**config.mk**
```make
export PLATFORM = sky130hd
export DESIGN_NAME = uart_tx_frame_flat
export DESIGN_NICKNAME = d
export VERILOG_FILES = /design/src/rtl/uart_tx_frame_if.sv /design/src/rtl/uart_tx_frame.sv /design/src/flat_wrapper.sv
export SDC_FILE = /design/constraint.sdc
export NUM_CORES = 1
export LEC_CHECK = 0
export ABC_AREA = 1
export CORE_MARGIN = 3
export CORE_UTILIZATION = 38
export DETAILED_ROUTE_END_ITERATION = 8
export SLEW_MARGIN = 20
export SYNTH_ARGS = -nofsm -noshare
export SYNTH_HDL_FRONTEND = slang
export SYNTH_SLANG_ARGS = --single-unit
```
**constraint.sdc**
```tcl
create_clock -name clk -period 3.7 [get_ports clk]
set_clock_uncertainty 0.1 [all_clocks]
set_input_delay 0.74 -clock clk [delete_from_list [all_inputs] [get_ports clk]]
set_output_delay 0.74 -clock clk [all_outputs]
set_load 0.01 [all_outputs]
```
**src/rtl/uart_tx_frame_if.sv**
```systemverilog
// rtl/uart_tx_frame_if.sv - parallel request side and serial line of the UART TX framer
interface uart_tx_frame_if #(
  parameter int DATA_WIDTH = 8
);
  logic [DATA_WIDTH-1:0] P_DATA;
  logic                  data_valid;
  logic                  PAR_EN;
  logic                  PAR_TYP;
  logic [5:0]            prescale;
  logic                  TX_OUT;
  logic                  busy;

  modport master (
    output P_DATA, data_valid, PAR_EN, PAR_TYP, prescale,
    input  TX_OUT, busy
  );

  modport slave (
    input  P_DATA, data_valid, PAR_EN, PAR_TYP, prescale,
    output TX_OUT, busy
  );
endinterface

```
**src/rtl/uart_tx_frame.sv**
```systemverilog
// rtl/uart_tx_frame.sv - UART TX framer: start, LSB-first data, optional parity, stop
// Define UART_TX_TWO_STOP_EN for two stop bits; default build sends one.
module uart_tx_frame #(
  parameter int DATA_WIDTH = 8
) (
  input logic           clk,
  input logic           RST,
  uart_tx_frame_if.slave tx_if
);

`ifdef UART_TX_TWO_STOP_EN
  localparam int STOP_BITS = 2;
`else
  localparam int STOP_BITS = 1;
`endif

  localparam logic [3:0] LAST_BIT  = 4'(DATA_WIDTH - 1);
  localparam logic [3:0] LAST_STOP = 4'(STOP_BITS - 1);

  typedef enum logic [2:0] {
    IDLE,
    START,
    DATA,
    PARITY,
    STOP
  } state_e;

  state_e                state_q;
  logic [DATA_WIDTH-1:0] data_q;
  logic [DATA_WIDTH-1:0] shift_q;
  logic                  par_en_q;
  logic                  par_typ_q;
  logic [5:0]            presc_q;
  logic [5:0]            edge_q;
  logic [3:0]            bit_cnt_q;
  logic                  tx_q;
  logic                  busy_q;

  logic [5:0]            presc_d;
  logic                  bit_done_d;

  // Prescale below 4 is clamped; anything larger is taken verbatim.
  assign presc_d    = (tx_if.prescale < 6'd4) ? 6'd4 : tx_if.prescale;
  assign bit_done_d = (edge_q == (presc_q - 6'd1));

  assign tx_if.TX_OUT = tx_q;
  assign tx_if.busy   = busy_q;

  // tx_q is loaded with the level of the state being entered, so the line
  // changes exactly on the bit boundary edge without a combinational output.
  always_ff @(posedge clk) begin
    if (RST) begin
      state_q   <= IDLE;
      data_q    <= '0;
      shift_q   <= '0;
      par_en_q  <= 1'b0;
      par_typ_q <= 1'b0;
      presc_q   <= 6'd0;
      edge_q    <= 6'd0;
      bit_cnt_q <= 4'd0;
      tx_q      <= 1'b1;
      busy_q    <= 1'b0;
    end else if (state_q == IDLE) begin
      tx_q      <= 1'b1;
      busy_q    <= 1'b0;
      edge_q    <= 6'd0;
      bit_cnt_q <= 4'd0;
      if (tx_if.data_valid) begin
        data_q    <= tx_if.P_DATA;
        par_en_q  <= tx_if.PAR_EN;
        par_typ_q <= tx_if.PAR_TYP;
        presc_q   <= presc_d;
        state_q   <= START;
        tx_q      <= 1'b0;
        busy_q    <= 1'b1;
      end
    end else if (!bit_done_d) begin
      edge_q <= edge_q + 6'd1;
    end else begin
      edge_q <= 6'd0;
      case (state_q)
        START: begin
          state_q   <= DATA;
          bit_cnt_q <= 4'd0;
          shift_q   <= data_q;
          tx_q      <= data_q[0];
        end
        DATA: begin
          if (bit_cnt_q == LAST_BIT) begin
            bit_cnt_q <= 4'd0;
            if (par_en_q) begin
              state_q <= PARITY;
              tx_q    <= (^data_q) ^ par_typ_q;
            end else begin
              state_q <= STOP;
              tx_q    <= 1'b1;
            end
          end else begin
            bit_cnt_q <= bit_cnt_q + 4'd1;
            shift_q   <= shift_q >> 1;
            tx_q      <= shift_q[1];
          end
        end
        PARITY: begin
          state_q   <= STOP;
          bit_cnt_q <= 4'd0;
          tx_q      <= 1'b1;
        end
        STOP: begin
          tx_q <= 1'b1;
          if (bit_cnt_q == LAST_STOP) begin
            state_q   <= IDLE;
            bit_cnt_q <= 4'd0;
            busy_q    <= 1'b0;
          end else begin
            bit_cnt_q <= bit_cnt_q + 4'd1;
          end
        end
        default: begin
          state_q <= IDLE;
          tx_q    <= 1'b1;
          busy_q  <= 1'b0;
        end
      endcase
    end
  end

endmodule

```
**src/flat_wrapper.sv**
```systemverilog
// flat-port wrapper written by rule: the top's interface ports become plain ports
module uart_tx_frame_flat 
#(
  parameter int DATA_WIDTH = 8
)
  (clk, RST, tx_if_P_DATA, tx_if_data_valid, tx_if_PAR_EN, tx_if_PAR_TYP, tx_if_prescale, tx_if_TX_OUT, tx_if_busy);
  uart_tx_frame_if #(.DATA_WIDTH(DATA_WIDTH)) tx_if_i ();
  input logic clk;
  input logic RST;
  input wire logic [$bits(tx_if_i.P_DATA)-1:0] tx_if_P_DATA;
  input wire logic [$bits(tx_if_i.data_valid)-1:0] tx_if_data_valid;
  input wire logic [$bits(tx_if_i.PAR_EN)-1:0] tx_if_PAR_EN;
  input wire logic [$bits(tx_if_i.PAR_TYP)-1:0] tx_if_PAR_TYP;
  input wire logic [$bits(tx_if_i.prescale)-1:0] tx_if_prescale;
  output wire logic [$bits(tx_if_i.TX_OUT)-1:0] tx_if_TX_OUT;
  output wire logic [$bits(tx_if_i.busy)-1:0] tx_if_busy;
  assign tx_if_i.P_DATA = tx_if_P_DATA;
  assign tx_if_i.data_valid = tx_if_data_valid;
  assign tx_if_i.PAR_EN = tx_if_PAR_EN;
  assign tx_if_i.PAR_TYP = tx_if_PAR_TYP;
  assign tx_if_i.prescale = tx_if_prescale;
  assign tx_if_TX_OUT = tx_if_i.TX_OUT;
  assign tx_if_busy = tx_if_i.busy;
  uart_tx_frame #(.DATA_WIDTH(DATA_WIDTH)) u_core (.clk(clk), .RST(RST), .tx_if(tx_if_i));
endmodule
```
==> results of run 1 <==
[power by group]
| group | internal (mW) | switching (mW) | leakage (nW) | total, mW |
|---|---|---|---|---|
| clock | 0.150 | 0.145 | 0.0482 | 0.296 |
| combinational | 0.269 | 0.457 | 0.711 | 0.726 |
| sequential | 0.485 | 0.0696 | 0.310 | 0.554 |
| total | 0.904 | 0.672 | 1.07 | 1.58 |
[routing by layer]
layer / wire length, um / GRT usage / vias up
li1: - / - / 1023
met5: 0 / 0 / -
met4: 51 / 0.0405 / 0
met3: 124 / 0.0482 / 4
met1: 2130 / 0.182 / 814
met2: 2080 / 0.267 / 20
[critical path, delay by kind of cell]
kind / cells / cell delay [ns]
and+or+nand+nor: 1 / 0.23
AOI/OAI and AO/OA: 2 / 0.25
buffers and inverters: 3 / 0.98
[cells by family (layout without fill, tap and decap cells)]
logic type | Yosys count | after routing | synth area share
flops | 38 | 38 | 0.363
xor+xnor | 12 | 12 | 0.0537
compound gates | 52 | 52 | 0.138
fa+ha+maj | 4 | 4 | 0.0239
buf+inv | 45 | 70 | 0.0829
simple gates | 157 | 157 | 0.338
[cells in the final DEF (no fill, tap or decap), drive strengths merged, types with 2 or more instances in the layout]
| cell | n |
|---|---|
| nor3b | 2 |
| clkdlybuf4s50 | 20 |
| o22ai | 2 |
| o21ai | 24 |
| a211oi | 2 |
| nand3b | 2 |
| nand2 | 91 |
| dfxtp | 38 |
| nand4 | 2 |
| xnor2 | 6 |
| clkbuf | 7 |
| xor2 | 6 |
| a21oi | 21 |
| buf | 2 |
| nor2 | 43 |
| ha | 4 |
| inv | 40 |
| nand3 | 15 |
[per-stage QoR]
step            util  hold WS [ns]
2_1_floorplan      -         0.341
3_3_place_gp   0.454         0.368
3_5_place_dp   0.454         0.369
4_1_cts        0.471         0.380
5_1_grt        0.471         0.398
6_report       0.471         0.382
[registers in the layout, summed over array words and instances (netlist names)]
register / count
u_core.tx_if.TX_OUT: 1
u_core.tx_if.busy: 1
u_core.state_q: 3
u_core.shift_q: 7
u_core.data_q: 8
u_core.par_typ_q: 1
u_core.presc_q: 6
u_core.edge_q: 6
u_core.par_en_q: 1
u_core.bit_cnt_q: 4
[layout make-up]
cell class	count	area [sq um]
Fill cell	576	2770
Multi-Input combinational cell	225	1160
Clock inverter	1	5.00
Tap cell	70	87.6
Sequential cell	38	761
Timing Repair Buffer	22	215
Clock buffer	7	86.3
Inverter	40	150
[path summary, 6_finish.rpt]
kind / startpoint / endpoint / slack (ns) / depth (start not counted)
worst max-delay path: tx_if_data_valid / u_core.presc_q[2] / 1.61 / 6
worst min-delay path: u_core.par_typ_q / u_core.par_typ_q / 0.38 / 2
worst max register to register: u_core.presc_q[0] / u_core.shift_q[7] / 1.71 / 14
worst min register to register: u_core.par_typ_q / u_core.par_typ_q / 0.38 / 2
==> run metrics, run 1 <==
Peak Freq=0.479 GHz; P&R area growth vs syn=17.7%; largest stage delay on the critical path=0.51 ns; Setup crit end kind=register; Arr. time, crit path=2.20 ns; Syn Std Cell Area=2100 sq um; WL final=4380 um; hold_buf cts=0; setup bufs post-CTS=0; worst-case clock buffer depth=2; Slew HR=0.657; CTS tree=yes; leak pwr=1.07 nW; minimum clock period=2.09 ns; GRT overflow=0; Synth Flop Type=dfxtp_1; fin crit share=0.564; Core Region=5240 sq um; drt drc=0; top cell type's share of synthesized area=0.363; share of cells above drive strength 1=0.0991; pin count of the biggest net entering global routing=19; vias post-DR=1861; Required @ worst endpoint=3.82 ns; WL/cell=10.9 um; crit path kind=in2reg; global-route wire length before repair=7740 um; fin. max-slew vios=0; Yosys top cell by area=dfxtp_1; clk slew on worst S/H paths=0.07 ns; Die X=80.3 um; Tightest Pin Transition=0.515 ns; Slowest cell on crit path=clkdlybuf4s50_1; synth top area cells=dfxtp_1 (36%), nand2_1 (16%), nor2_1 (6.3%), inv_1 (5.9%), a21oi_1 (4.8%); routability cong.=0.767; fin area=2470 sq um; vias in the first global route=1784; worst slack at placement=1.31 ns; Num CTS Buffers=5; Max-Cap Viols=0; Final nets=355; Initial Util=0.400; startpoint types=input port; H-tree levels=2; First-pass DRT Iterations=4; Placement Cell Area=2380 sq um; most frequent cells after synthesis=nand2_1 (88), dfxtp_1 (38), nor2_1 (35), inv_1 (33), a21oi_1 (20); Iteration-0 DRC Markers=36; Final Non-Filler Cells=403; IR drop worst, VDD=0.257 mV; final setup vio count=0; vias per cell=4.62; Chip Height=80.3 um; Cell variety after synth=34; Routed Antenna Nets=0; ANT cells=0; Die ar.=6450 sq um; FF+latch count, synth=38; setup tns final=0 ns; Sink Count=38; RSZ-0062 raised after global routing=false; Fin. Hold Viols=0; CP Cell Sequence=clkdlybuf4s50_1, nand2_1, buf_4, inv_1, o21ai_0, a31oi_1; PwrDens=639 nW/um^2; sequential share of the synthesized area=0.363; initial antenna violation count=0; Cells after Synth=308; most common cell in the netlist=nand2_1; async set or reset register ratio after synthesis=0; io pins=21; Ys Warns=0; Worst Slack Setup Final=1.61 ns; PortBufs=20; root buffer cell=clkbuf_8; worst-path fanout max=17; Placed Cells=395; global-route usage over all layers=0.154; Post-DP HPWL=3330 um; Post-synth EDFFs=0; status=completed; row cnt=26; Total Power=1.58 mW; CTS resizes=0; worst hold path type=reg2reg; Synth Net Count=331; Syn Area/Cell=6.81 sq um; Clk Latency, worst-skew pair=0.29 ns
No activity file was read; power rests on OpenSTA's default activity.
==> run 2: changes to the inputs <==
==> constraint.sdc (replaced) <==
create_clock -name clk -period 1.9 [get_ports clk]
set_clock_uncertainty 0.1 [all_clocks]
set_input_delay 0.38 -clock clk [delete_from_list [all_inputs] [get_ports clk]]
set_output_delay 0.38 -clock clk [all_outputs]
set_load 0.01 [all_outputs]
==> run metrics, run 2 (synthesis gave the netlist of run 1 again) <==
Die ar.=6450 sq um (unchanged); initial antenna violation count=0 (unchanged); top flop regs=u_core.data_q x8, u_core.shift_q x7; CP Cell Sequence=inv_2, ha_4, inv_2, nand2_1, nand2_1, nand2_1, inv_1, nand2_2, nor2_4, nand3_4, buf_6, a21oi_4, nand2_1, o21ai_1, nor2_1; clk slew on worst S/H paths=0.07 ns (about the same); most frequent cells in the layout=nand2_1 (88), dfxtp_1 (36), nor2_1 (33); global-route wire length before repair=8070 um (+4.3%); Final Util=0.501 (+0.0303); IR drop worst, VDD=0.512 mV (+100%); setup tns final=0 ns (unchanged); minimum clock period=1.85 ns; Biggest register=u_core.data_q; max reg flops=8 (unchanged); P_int=1.98 mW (+120%); Final nets=366 (+3.1%); PortBufs=20 (unchanged); root buffer cell=clkbuf_8; WL final=4670 um (+6.5%); Sw Share=0.412 (-0.0140); status=completed; vias per cell=4.75 (+2.8%); ANT cells=0 (unchanged); Comb pwr share=0.466 (+0.005); global-route usage over all layers=0.161 (+0.00698); H-tree levels=2 (unchanged); Setup crit end kind=register; Total Power=3.37 mW (+110%); io pins=21 (unchanged); Fin. Hold Viols=0 (unchanged); Required @ worst endpoint=1.98 ns (-1.84 ns); PwrDens=1280 nW/um^2 (+100%); Clk Latency, worst-skew pair=0.29 ns (about the same); Placement Cell Area=2410 sq um (+1.3%); Worst Slack Setup Final=0.0469 ns (-1.57 ns); WL/cell=11.3 um (+4.0%); Routed Antenna Nets=0 (unchanged); share of power burned in registers=0.323 (-0.029); fin area=2630 sq um (+6.4%); First-pass DRT Iterations=4 (unchanged); WP buf/inv=4 (+1); fin. max-slew vios=0 (unchanged); Slowest cell on crit path=dfxtp_2; fin crit share=0.975; worst hold path type=reg2reg; drt drc=0 (unchanged); CP most frequent cell=nand2_1; Peak Freq=0.540 GHz; routability cong.=0.828 (+8.0%); Core Region=5240 sq um (unchanged); Num CTS Buffers=5 (unchanged); commonest non-fill, non-tap cell in the layout=nand2_1; worst-case clock buffer depth=2 (unchanged); Slew HR=0.608 (-0.0485); Tightest Pin Transition=0.587 ns (+0.0727 ns); Max-Cap Viols=0 (unchanged); GRT overflow=0 (unchanged); Chip Height=80.3 um (unchanged); sw power=1.39 mW (+110%); Iteration-0 DRC Markers=94 (+160%); family with the most delay on the worst path=simple AND/OR/NAND/NOR gates; Fillers=551 (-4.3%); row cnt=26 (unchanged); crit path kind=reg2reg; leak pwr=1.14 nW (+6.2%); final setup vio count=0 (unchanged); share of cells above drive strength 1=0.155 (+0.0554); largest stage delay on the critical path=0.34 ns (-0.17 ns); worst-path fanout max=6 (-11); vias post-DR=1960 (+5.3%); clock share of power=0.211 (+0.023); Arr. time, crit path=1.94 ns (-0.26 ns); Sink Count=38 (unchanged); Initial Util=0.400 (unchanged); Die X=80.3 um (unchanged); pin count of the biggest net entering global routing=19 (unchanged); startpoint types=register; RSZ-0062 raised after global routing=true; worst slack at placement=-0.0465 ns (-1.35 ns); CTS tree=yes; hold_buf cts=0 (unchanged); vias in the first global route=1794 (+0.56%); P&R area growth vs syn=25.2%; Post-DP HPWL=3460 um (+3.8%)
-- run 2: changes by cell type in the layout (fill, tap and decap cells not counted), sizes merged --
cell,delta
buf,+11
bufinv,+1
clkbuf,-1
clkinv,-1
-- run 2: power by group through the flow --
stage                     Sequential (mW)  Clock [mW]  Combinational, mW
after CTS                            1.09       0.727               1.54
after detailed placement             1.10           0               1.48
after global placement               1.10           0               1.47
final                                1.09       0.710               1.57
after global routing                 1.11       0.763               1.79
after floorplan                      1.07           0               1.14
-- run 2: layer usage --
layer | up-vias | share of wire | global-route usage
met2 | 17 | 0.48 | 0.267
met3 | 4 | 0.032 | 0.0370
met1 | 892 | 0.48 | 0.204
li1 | 1047 | - | -
met4 | 0 | 0.010 | 0.0507
met5 | - | 0 | 0
-- run 2: worst paths after layout --
kind | slack (ns) | from | depth (start not counted) | endpoint
setup / recovery | 0.05 | u_core.presc_q[1] | 15 | u_core.bit_cnt_q[1]
hold / removal | 0.37 | u_core.tx_if.busy | 2 | u_core.tx_if.busy
setup reg to reg | 0.05 | u_core.presc_q[1] | 15 | u_core.bit_cnt_q[1]
hold reg to reg | 0.37 | u_core.tx_if.busy | 2 | u_core.tx_if.busy
-- run 2: stage by stage --
stage	hold WS (ns)	std cells
final	0.367	413
after global routing	0.413	413
after CTS	0.376	412
after detailed placement	0.364	399
after global placement	0.354	399
after floorplan	0.341	308
-- run 2: worst register-to-register path: cells and delay by family (launching register included) --
family | cells | cell delay (ns)
AND/OR/NAND/NOR | 8 | 0.54
AO/OA/AOI/OAI | 2 | 0.25
adder cells (fa/ha/maj) | 1 | 0.23
buffers and inverters | 4 | 0.30
flip-flops | 1 | 0.34
-- run 2: area by class of cell --
cell class,instances,area [sq um],area share
clock inverter,1,30.0,0.0114
clock buffer,6,82.6,0.0314
inverter,40,150,0.0572
timing repair buffer,33,305,0.116
multi-input combinational,225,1210,0.460
sequential,38,763,0.291
tap,70,87.6,0.0333
-- run 2: repair_timing --
item                                    CTS  global route
gates resized for setup                   7             7
pin swaps                                 7             6
endpoints found under the setup margin    8            20
endpoints found under the hold margin     0             0
buffers inserted                          6             1
==> run 3: changes to the inputs <==
--- a/config.mk
+++ b/config.mk
@@ -6,9 +6,12 @@
 export NUM_CORES = 1
 export LEC_CHECK = 0
 export ABC_AREA = 1
+export CELL_PAD_IN_SITES_DETAIL_PLACEMENT = 0
+export CELL_PAD_IN_SITES_GLOBAL_PLACEMENT = 1
 export CORE_MARGIN = 3
-export CORE_UTILIZATION = 38
+export CORE_UTILIZATION = 36
 export DETAILED_ROUTE_END_ITERATION = 8
+export PLACE_DENSITY_LB_ADDON = 0.1
 export SLEW_MARGIN = 20
 export SYNTH_ARGS = -nofsm -noshare
 export SYNTH_HDL_FRONTEND = slang
==> run metrics, run 3 (synthesis gave the netlist of run 1 again) <==
R2R setup slack=0.10 ns (+0.05 ns); Setup crit end kind=register; Die ar.=6780 sq um (+5.1%); hold_buf cts=0 (unchanged); drt drc=0 (unchanged); First-pass DRT Iterations=4 (unchanged); initial antenna violation count=0 (unchanged); PwrDens=1340 nW/um^2 (+4.7%); Worst Hold Path EP=u_core.par_typ_q; ANT cells=0 (unchanged); vias per cell=4.63 (-2.3%); Reg-to-Reg Start=u_core.presc_q[0]; Worst Hold Launch=u_core.par_typ_q; Fin. Hold Viols=0 (unchanged); CTS tree=yes; minimum clock period=1.80 ns (-0.0549 ns); share of cells above drive strength 1=0.158 (+0.00384); fin crit share=0.946 (-0.0289); Final Non-Filler Cells=413 (unchanged); Arr. time, crit path=1.89 ns (-0.05 ns); Num CTS Buffers=5 (unchanged); top flop regs=u_core.data_q x8, u_core.shift_q x7; vias post-DR=1914 (-2.3%); WL/cell=11.5 um (+1.5%); worst-path fanout max=6 (unchanged); Max-Cap Viols=0 (unchanged); H-tree levels=2 (unchanged); global-route wire length before repair=8070 um (about the same); io pins=21 (unchanged); P&R area growth vs syn=25.7%; commonest non-fill, non-tap cell in the layout=nand2_1; PortBufs=20 (unchanged); Iteration-0 DRC Markers=50 (-47%); final setup vio count=0 (unchanged); status=completed; Tightest Pin Transition=0.294 ns (-0.294 ns); max reg flops=8 (unchanged); Biggest register=u_core.data_q; Routed Antenna Nets=0 (unchanged); GRT overflow=0 (unchanged); IR drop worst, VDD=0.693 mV (+35%); routability cong.=0.801 (-3.2%); Peak Freq=0.556 GHz (+3.1%); Slew HR=0.804 (+0.195); Clk Latency, worst-skew pair=0.29 ns (about the same); most frequent cells in the layout=nand2_1 (84), dfxtp_1 (36), nor2_1 (34); Reg2Reg Capture Point=u_core.bit_cnt_q[1]; crit path kind=reg2reg; leak pwr=1.14 nW (about the same); clk slew on worst S/H paths=0.08 ns (about the same); pin count of the biggest net entering global routing=22 (+3); vias in the first global route=1768 (-1.4%); Post-DP HPWL=3550 um (+2.5%); Die X=82.3 um (+2.5%); row cnt=27 (+3.8%); global-route usage over all layers=0.155 (-0.00562); Core Region=5570 sq um (+6.4%); Final Util=0.473 (-0.0285); Sink Count=38 (unchanged); Initial Util=0.376 (-0.0242); Placed Cells=403 (+1.0%); worst hold path type=reg2reg; FF-to-FF path depth=13 (-2); root buffer cell=clkbuf_8; Chip Height=82.3 um (+2.5%); setup tns final=0 ns (unchanged); Final nets=363 (-0.82%); worst hold slack=0.376 ns (+0.00936 ns); startpoint types=register; WL final=4740 um (+1.5%); Hold Path Depth=2 (unchanged); worst-case clock buffer depth=2 (unchanged); fin. max-slew vios=0 (unchanged); Required @ worst endpoint=1.99 ns (about the same); RSZ-0062 raised after global routing=true
==> run 3: worst max path at each step <==
stage	slack [ns]	start	end	cells past startpoint
6_report	0.10	u_core.presc_q[0]	u_core.bit_cnt_q[1]	13
4_1_cts	0.003	u_core.presc_q[0]	u_core.shift_q[6]	14
5_1_grt	-0.06	u_core.presc_q[1]	u_core.bit_cnt_q[1]	14
3_5_place_dp	0.02	u_core.presc_q[0]	u_core.bit_cnt_q[1]	14
2_1_floorplan	0.10	u_core.presc_q[0]	u_core.shift_q[7]	14
3_3_place_gp	0.006	u_core.presc_q[0]	u_core.bit_cnt_q[1]	14
==> run 3: where the power goes <==
| part | total [mW] | internal [mW] | switching [mW] |
|---|---|---|---|
| sequential | 1.09 | 0.946 | 0.145 |
| combinational | 1.59 | 0.626 | 0.964 |
| clock | 0.858 | 0.560 | 0.297 |
| total | 3.54 | 2.13 | 1.41 |
==> run 3: final cells by class <==
class | instances | area [sq um]
Clock buffer | 6 | 82.6
Fill cell | 601 | 2940
Clock inverter | 2 | 60.1
Inverter | 40 | 150
Tap cell | 72 | 90.1
Multi-Input combinational cell | 225 | 1200
Sequential cell | 38 | 763
Timing Repair Buffer | 30 | 292
==> run 3: critical path, stage by stage (launching register included) <==
cell,delay (ns)
dfxtp_2,0.34
inv_2,0.05
ha_4,0.26
nand2_2,0.05
nand2_2,0.06
nand2_2,0.04
inv_2,0.05
nand2_2,0.05
nor2_4,0.12
nand3_4,0.14
a21oi_4,0.24
nand2_1,0.08
o21ai_1,0.07
nor2_1,0.05
==> run 3: per-stage QoR <==
stage	total power, mW	area [sq um]	worst slack [ns]
after floorplan	2.22	2100	0.100
after global placement	2.63	2440	0.00552
after detailed placement	2.63	2440	0.0232
after CTS	3.51	2580	0.00259
after global routing	3.87	2640	-0.0595
final	3.54	2640	0.102
==> run 3: what timing repair did <==
| item | CTS | global route |
|---|---|---|
| setup endpoints to repair | 0 | 21 |
| buffers inserted | 0 | 2 |
| gates resized for setup | 0 | 14 |
==> run 3: layer usage <==
| layer | routed length [um] | share of wire | up-vias | GRT usage |
|---|---|---|---|---|
| li1 | - | - | 1040 | - |
| met1 | 2290 | 0.48 | 849 | 0.197 |
| met2 | 2240 | 0.47 | 20 | 0.262 |
| met3 | 154 | 0.032 | 5 | 0.0347 |
| met4 | 54 | 0.011 | 0 | 0.0449 |
| met5 | 0 | 0 | - | 0 |
